[src/rtl/game_move.sv]
// game_move: single-move Sokoban engine on a fixed 8x8 grid.
//
// Takes one direction command, computes the post-move state from the current 134-bit game state
// and presents both the before-move snapshot and the after-move state. One move in flight; a
// command is accepted only in IDLE and the result strobe follows two edges later.
//
// State word layout (all 134-bit ports):
//   [133:128] player position (row*8+col), [127:64] box map, [63:0] wall map.
//
// Ports:
//   clk_i            clock, rising edge
//   rst_i            synchronous active-high reset
//   game_state_i     current committed state, sampled on accept
//   target_map_i     goal cells of the loaded level
//   dir_i            00 up, 01 down, 10 left, 11 right
//   dir_valid_i      command request
//   ready_o          high in IDLE only
//   game_state_bm_o  snapshot of game_state_i at accept
//   game_state_mm_o  post-move state
//   move_done_o      one-cycle result strobe
//   move_ok_o        player moved (held until next move_done_o)
//   solved_o         every box sits on a target in game_state_mm_o (held)
//
// Optional feature, macro GAME_MOVE_STEP_CNT_EN:
//   step_clr_i       synchronous clear of the step counter
//   step_cnt_o       saturating count of successful moves
module game_move (
  input  logic         clk_i,
  input  logic         rst_i,
  input  logic [133:0] game_state_i,
  input  logic [63:0]  target_map_i,
  input  logic [1:0]   dir_i,
  input  logic         dir_valid_i,
  output logic         ready_o,
  output logic [133:0] game_state_bm_o,
  output logic [133:0] game_state_mm_o,
  output logic         move_done_o,
  output logic         move_ok_o,
`ifdef GAME_MOVE_STEP_CNT_EN
  output logic         solved_o,
  input  logic         step_clr_i,
  output logic [9:0]   step_cnt_o
`else
  output logic         solved_o
`endif
);

  typedef enum logic [1:0] {StIdle, StAddr, StEval, StDone} state_e;

  state_e         state_q, state_d;
  logic [133:0]   bm_q, bm_d;
  logic [133:0]   mm_q, mm_d;
  logic [1:0]     dir_q, dir_d;
  logic [5:0]     p1_q, p1_d, p2_q, p2_d;
  logic           p1_off_q, p1_off_d, p2_off_q, p2_off_d;
  logic           ok_q, ok_d, solved_q, solved_d;

  logic           accept;
  logic [5:0]     delta;
  logic [5:0]     cur_pos;
  logic [63:0]    cur_boxes, cur_walls, new_boxes;

  // True when stepping from pos in direction d would leave the grid.
  function automatic logic edge_hit(input logic [5:0] pos, input logic [1:0] d);
    unique case (d)
      2'b00:   edge_hit = (pos[5:3] == 3'd0);
      2'b01:   edge_hit = (pos[5:3] == 3'd7);
      2'b10:   edge_hit = (pos[2:0] == 3'd0);
      default: edge_hit = (pos[2:0] == 3'd7);
    endcase
  endfunction

  assign accept    = dir_valid_i & (state_q == StIdle);
  assign cur_pos   = bm_q[133:128];
  assign cur_boxes = bm_q[127:64];
  assign cur_walls = bm_q[63:0];

  // Two's-complement deltas in 6 bits; wrapped results are masked by the edge flags.
  always_comb begin
    unique case (dir_q)
      2'b00:   delta = 6'd56;
      2'b01:   delta = 6'd8;
      2'b10:   delta = 6'd63;
      default: delta = 6'd1;
    endcase
  end

  always_comb begin
    state_d  = state_q;
    bm_d     = bm_q;
    dir_d    = dir_q;
    p1_d     = p1_q;
    p2_d     = p2_q;
    p1_off_d = p1_off_q;
    p2_off_d = p2_off_q;
    mm_d     = mm_q;
    ok_d     = ok_q;
    solved_d = solved_q;
    new_boxes = cur_boxes;

    unique case (state_q)
      StIdle: begin
        if (accept) begin
          bm_d    = game_state_i;
          dir_d   = dir_i;
          state_d = StAddr;
        end
      end
      StAddr: begin
        p1_d     = cur_pos + delta;
        p2_d     = cur_pos + delta + delta;
        p1_off_d = edge_hit(cur_pos, dir_q);
        // p2 is only reachable through p1, so p1 leaving the grid also rules out p2.
        p2_off_d = edge_hit(cur_pos, dir_q) | edge_hit(cur_pos + delta, dir_q);
        state_d  = StEval;
      end
      StEval: begin
        mm_d = bm_q;
        ok_d = 1'b0;
        if (!p1_off_q && !cur_walls[p1_q]) begin
          if (cur_boxes[p1_q]) begin
            if (!p2_off_q && !cur_walls[p2_q] && !cur_boxes[p2_q]) begin
              new_boxes[p1_q] = 1'b0;
              new_boxes[p2_q] = 1'b1;
              mm_d = {p1_q, new_boxes, cur_walls};
              ok_d = 1'b1;
            end
          end else begin
            mm_d = {p1_q, cur_boxes, cur_walls};
            ok_d = 1'b1;
          end
        end
        solved_d = ((mm_d[127:64] & ~target_map_i) == 64'd0);
        state_d  = StDone;
      end
      default: begin
        state_d = StIdle;
      end
    endcase
  end

  always_ff @(posedge clk_i) begin
    if (rst_i) begin
      state_q  <= StIdle;
      bm_q     <= '0;
      mm_q     <= '0;
      dir_q    <= '0;
      p1_q     <= '0;
      p2_q     <= '0;
      p1_off_q <= 1'b0;
      p2_off_q <= 1'b0;
      ok_q     <= 1'b0;
      solved_q <= 1'b0;
    end else begin
      state_q  <= state_d;
      bm_q     <= bm_d;
      mm_q     <= mm_d;
      dir_q    <= dir_d;
      p1_q     <= p1_d;
      p2_q     <= p2_d;
      p1_off_q <= p1_off_d;
      p2_off_q <= p2_off_d;
      ok_q     <= ok_d;
      solved_q <= solved_d;
    end
  end

  assign ready_o         = (state_q == StIdle);
  assign move_done_o     = (state_q == StDone);
  assign game_state_bm_o = bm_q;
  assign game_state_mm_o = mm_q;
  assign move_ok_o       = ok_q;
  assign solved_o        = solved_q;

`ifdef GAME_MOVE_STEP_CNT_EN
  logic [9:0] step_cnt_q, step_cnt_d;

  always_comb begin
    step_cnt_d = step_cnt_q;
    if (step_clr_i) begin
      step_cnt_d = 10'd0;
    end else if ((state_q == StDone) && ok_q && (step_cnt_q != 10'd1023)) begin
      step_cnt_d = step_cnt_q + 10'd1;
    end
  end

  always_ff @(posedge clk_i) begin
    if (rst_i) begin
      step_cnt_q <= 10'd0;
    end else begin
      step_cnt_q <= step_cnt_d;
    end
  end

  assign step_cnt_o = step_cnt_q;
`endif

endmodule

[config.mk]
export PLATFORM = sky130hd
export DESIGN_NAME = game_move
export DESIGN_NICKNAME = d
export VERILOG_FILES = /design/src/rtl/game_move.sv
export SDC_FILE = /design/constraint.sdc
export NUM_CORES = 1
export LEC_CHECK = 0
export CAP_MARGIN = 15
export CORE_MARGIN = 5
export CORE_UTILIZATION = 43
export CTS_CLUSTER_DIAMETER = 80
export DETAILED_ROUTE_END_ITERATION = 10
export PLACE_DENSITY = 0.75
export RECOVER_POWER = 25
export SLEW_MARGIN = 40
export SYNTH_ARGS = -nofsm -noshare
export SYNTH_HDL_FRONTEND = slang
export SYNTH_SLANG_ARGS = --single-unit
[constraint.sdc]
create_clock -name clk_i -period 2.8 [get_ports clk_i]
set_input_delay 0.56 -clock clk_i [delete_from_list [all_inputs] [get_ports clk_i]]
set_output_delay 0.56 -clock clk_i [all_outputs]
set_load 0.005 [all_outputs]
==> reports/qor.yml <==
setup_path:
  worst_setup_path_start_kind: "flip-flop"
  cp_num_buf_inv: 4
  arrival_ps: 4080
  crit_family: "compound AO/OA/AOI/OAI gates"
  ff2ff_path_depth: 14
  endpoint_kind: "flip-flop"
  path_max_fanout: 22
  path_cells: "buf_12 -> mux4_2 -> mux2i_4 -> a31oi_4 -> a2111oi_4 -> nand3_2 -> buf_12 -> buf_4 -> o41ai_1 -> buf_4 -> o22ai_1 -> nor4_2 -> nand4_1 -> o21ai_1"
  crit_type: "flip-flop to flip-flop"
  worst_path_largest_cell_delay_ps: 520
  crit_slowest_cell: "mux4_2"
  crit_cells: 14
  cp.required_ps: 3270
timing:
  fin_ws_ps: -808.6
  period_needed_ps: 3609
  finClkSkew_ps: 26.57
  max-slew-margin-rel: 0.1354
  rsz0062_at_grt: "true"
  hold_ws_ps: 481.8
  finalSetupViolations: 73
  min_period_over_period: 1.289
  max_freq_mhz: 277.1
  drv_slew: 0
  finalHoldViolations: 0
  max_slew.worst_pin.slew_ps: 1297
die:
  fp.dieW_um: 198.3
  fp.dieH_um: 198.3
  ios: 475
  fp.dieArea_um2: 39310
  initial_core_util: 0.4316
  core_area_um2: 35310
  rows: 69
cts:
  root_buffer: "clkbuf_16"
  cts_num_sinks: 288
  clk_pin_slew_worst_paths_ps: 70
  holdBufCountCts: 0
  htreeDepth: 2
  clock_latency_ps: 530
  cts_made_buffers: 35
  cts_max_path_buffers: 3
  cts_tree: "built"
placed_design:
  place_congestion: 1.052
  place_inst: 3150
  post-dp-hpwl_um: 72010
  portBuffers: 474
logic_synthesis:
  synth_cells: 1876
  synth.cell_area_um2: 15240
  ys_top_cells_by_area: "dfxtp_1 (38%), mux2i_1 (8.9%), nand2_1 (8.8%), a21oi_1 (5.4%), nor2_1 (4.8%)"
  synth_most_common_cell: "nand2_1"
  ys_types: 85
  yosys_warnings: 0
  synth_edf_count: 0
  yosys_register_bits: 288
  yosysTopAreaCell: "dfxtp_1"
  synth_common_cells: "nand2_1 (359), dfxtp_1 (288), nor2_1 (194)"
  yosysTopAreaCellShare: 0.3783
  synth-async-reset-ratio: 0
  synth_nets: 2096
  syn_avg_cell_area_um2: 8.123
  synth_seq_area_share: 0.3783
  synthFlopType: "dfxtp_1"
route:
  drc: 0
  firstDrtPassIters: 6
  wl_um: 94820
  drtIter0Drc: 2536
  vias: 20490
  route.detailed.wl_per_inst_um: 29.32
  via_per_inst: 6.335
  ant_nets: 0
final_layout:
  stdcell_count: 3234
  areaGrowthSynthToFinish_pct: 73.60
  nets: 2970
  layout-drive-gt1-share: 0.2774
pwr:
  ir_drop_mv: 0.5601
  p_per_area_nw_per_um2: 648.0
  power_leakage_nw: 10.14
min_path:
  hold_class: "flip-flop to flip-flop"
  hold_depth: 2
global_routing:
  grt_pass1_vias: 20210
  antenna_found_initial: 2
  grt_max_degree: 129
  grt_pass1_wl_um: 132600
  overflow: 0
  track_usage: 0.4504
outcome:
  status: "finished, violations left"
  violations: "negative setup slack"
run:
  maxCapViolations: 0
## logic make-up after synthesis
kind of cell / synth area share
compound gates: 0.2356
mux: 0.1085
flops: 0.3783
simple gates: 0.1997
buf+inv: 0.05665
xor+xnor: 0.006322
fa+ha+maj: 0.01494
## per-layer routing
| metal | global-route usage | wire [µm] |
|---|---|---|
| met5 | 0 | 13 |
| met4 | 0.2484 | 6949 |
| met3 | 0.1137 | 10860 |
| met2 | 0.7267 | 42370 |
| met1 | 0.5509 | 34620 |
## sequential cells by signal, summed over array words and instances, names as in the netlist
| name | cells |
|---|---|
| move_ok_o | 1 |
| dir_q | 2 |
| p1_off_q | 1 |
| p2_off_q | 1 |
| solved_o | 1 |
| game_state_mm_o | 134 |
| state_q | 2 |
| p1_q | 6 |
| p2_q | 6 |
| game_state_bm_o | 134 |
## worst paths after layout
path                                            from                    to  slack, ps
worst max-delay path                         p2_q[0]              solved_o       -810
worst min-delay path            game_state_mm_o[109]  game_state_mm_o[109]        480
worst max register to register               p2_q[0]              solved_o       -810
worst min register to register  game_state_mm_o[109]  game_state_mm_o[109]        480
## per-stage QoR
step	TNS [ps]	instance area, µm²	utilization	power [mW]	setup slack, ps
global route	-40430	26450	0.7492	17.55	-885.2
detailed placement	-44950	23960	0.6785	11.48	-1048
finish	-36130	26460	0.7493	17.14	-808.6
CTS	-33630	25570	0.7242	16.33	-693.2
floorplan	-209.9	15340	-	7.694	-177.7
global placement	-44630	23960	0.6785	11.39	-1078
## cell type report
type                            instances  area [µm²]
Tap cell                              461       576.8
Multi-Input combinational cell       1391        9777
Inverter                               41       153.9
Clock inverter                         11       146.4
Timing Repair Buffer                  993        9026
Fill cell                            2378        8853
Sequential cell                       288        5789
Clock buffer                           48       984.7
Antenna cell                            1       2.502
## report_power, final
| part | switching, mW | total [mW] | leakage [nW] | internal [mW] |
|---|---|---|---|---|
| sequential | 0.450 | 4.96 | 2.36 | 4.51 |
| combinational | 4.07 | 7.57 | 7.22 | 3.50 |
| clock | 1.87 | 4.61 | 0.561 | 2.74 |
## layout by cell type, fill, tap and decap left out, types with 11 or more instances in the layout
| cell | instances |
|---|---|
| a21oi_1 | 159 |
| ha_1 | 13 |
| o221ai_1 | 16 |
| o21ai_0 | 19 |
| o22ai_1 | 55 |
| clkbuf_16 | 35 |
| a31oi_1 | 11 |
| o41ai_2 | 17 |
| nand2_1 | 348 |
| a22oi_1 | 17 |
| a211oi_2 | 19 |
| buf_12 | 24 |
| o41ai_4 | 14 |
| clkbuf_1 | 11 |
| dlygate4sd3_1 | 58 |
| nor2b_1 | 17 |
| buf_6 | 21 |
| buf_4 | 465 |
| mux2i_1 | 131 |
| clkdlybuf4s50_1 | 415 |
| inv_1 | 35 |
| dfxtp_1 | 279 |
| nor3_1 | 21 |
| mux4_2 | 12 |
| a211oi_1 | 28 |
| nor2_1 | 185 |
## worst register-to-register path, delay by kind of cell (launching register included)
family | cells | cell delay [ps]
AO/OA/AOI/OAI | 5 | 1190
multiplexers | 2 | 760
buffers and inverters | 4 | 730
AND/OR/NAND/NOR | 3 | 490
flip-flops | 1 | 380
## what timing repair did
item	in CTS	in global routing
pin swaps	11	59
resized for setup	79	154
buffers inserted	4	20
endpoints found under the setup margin	73	73
No activity file was read; power rests on OpenSTA's default activity.
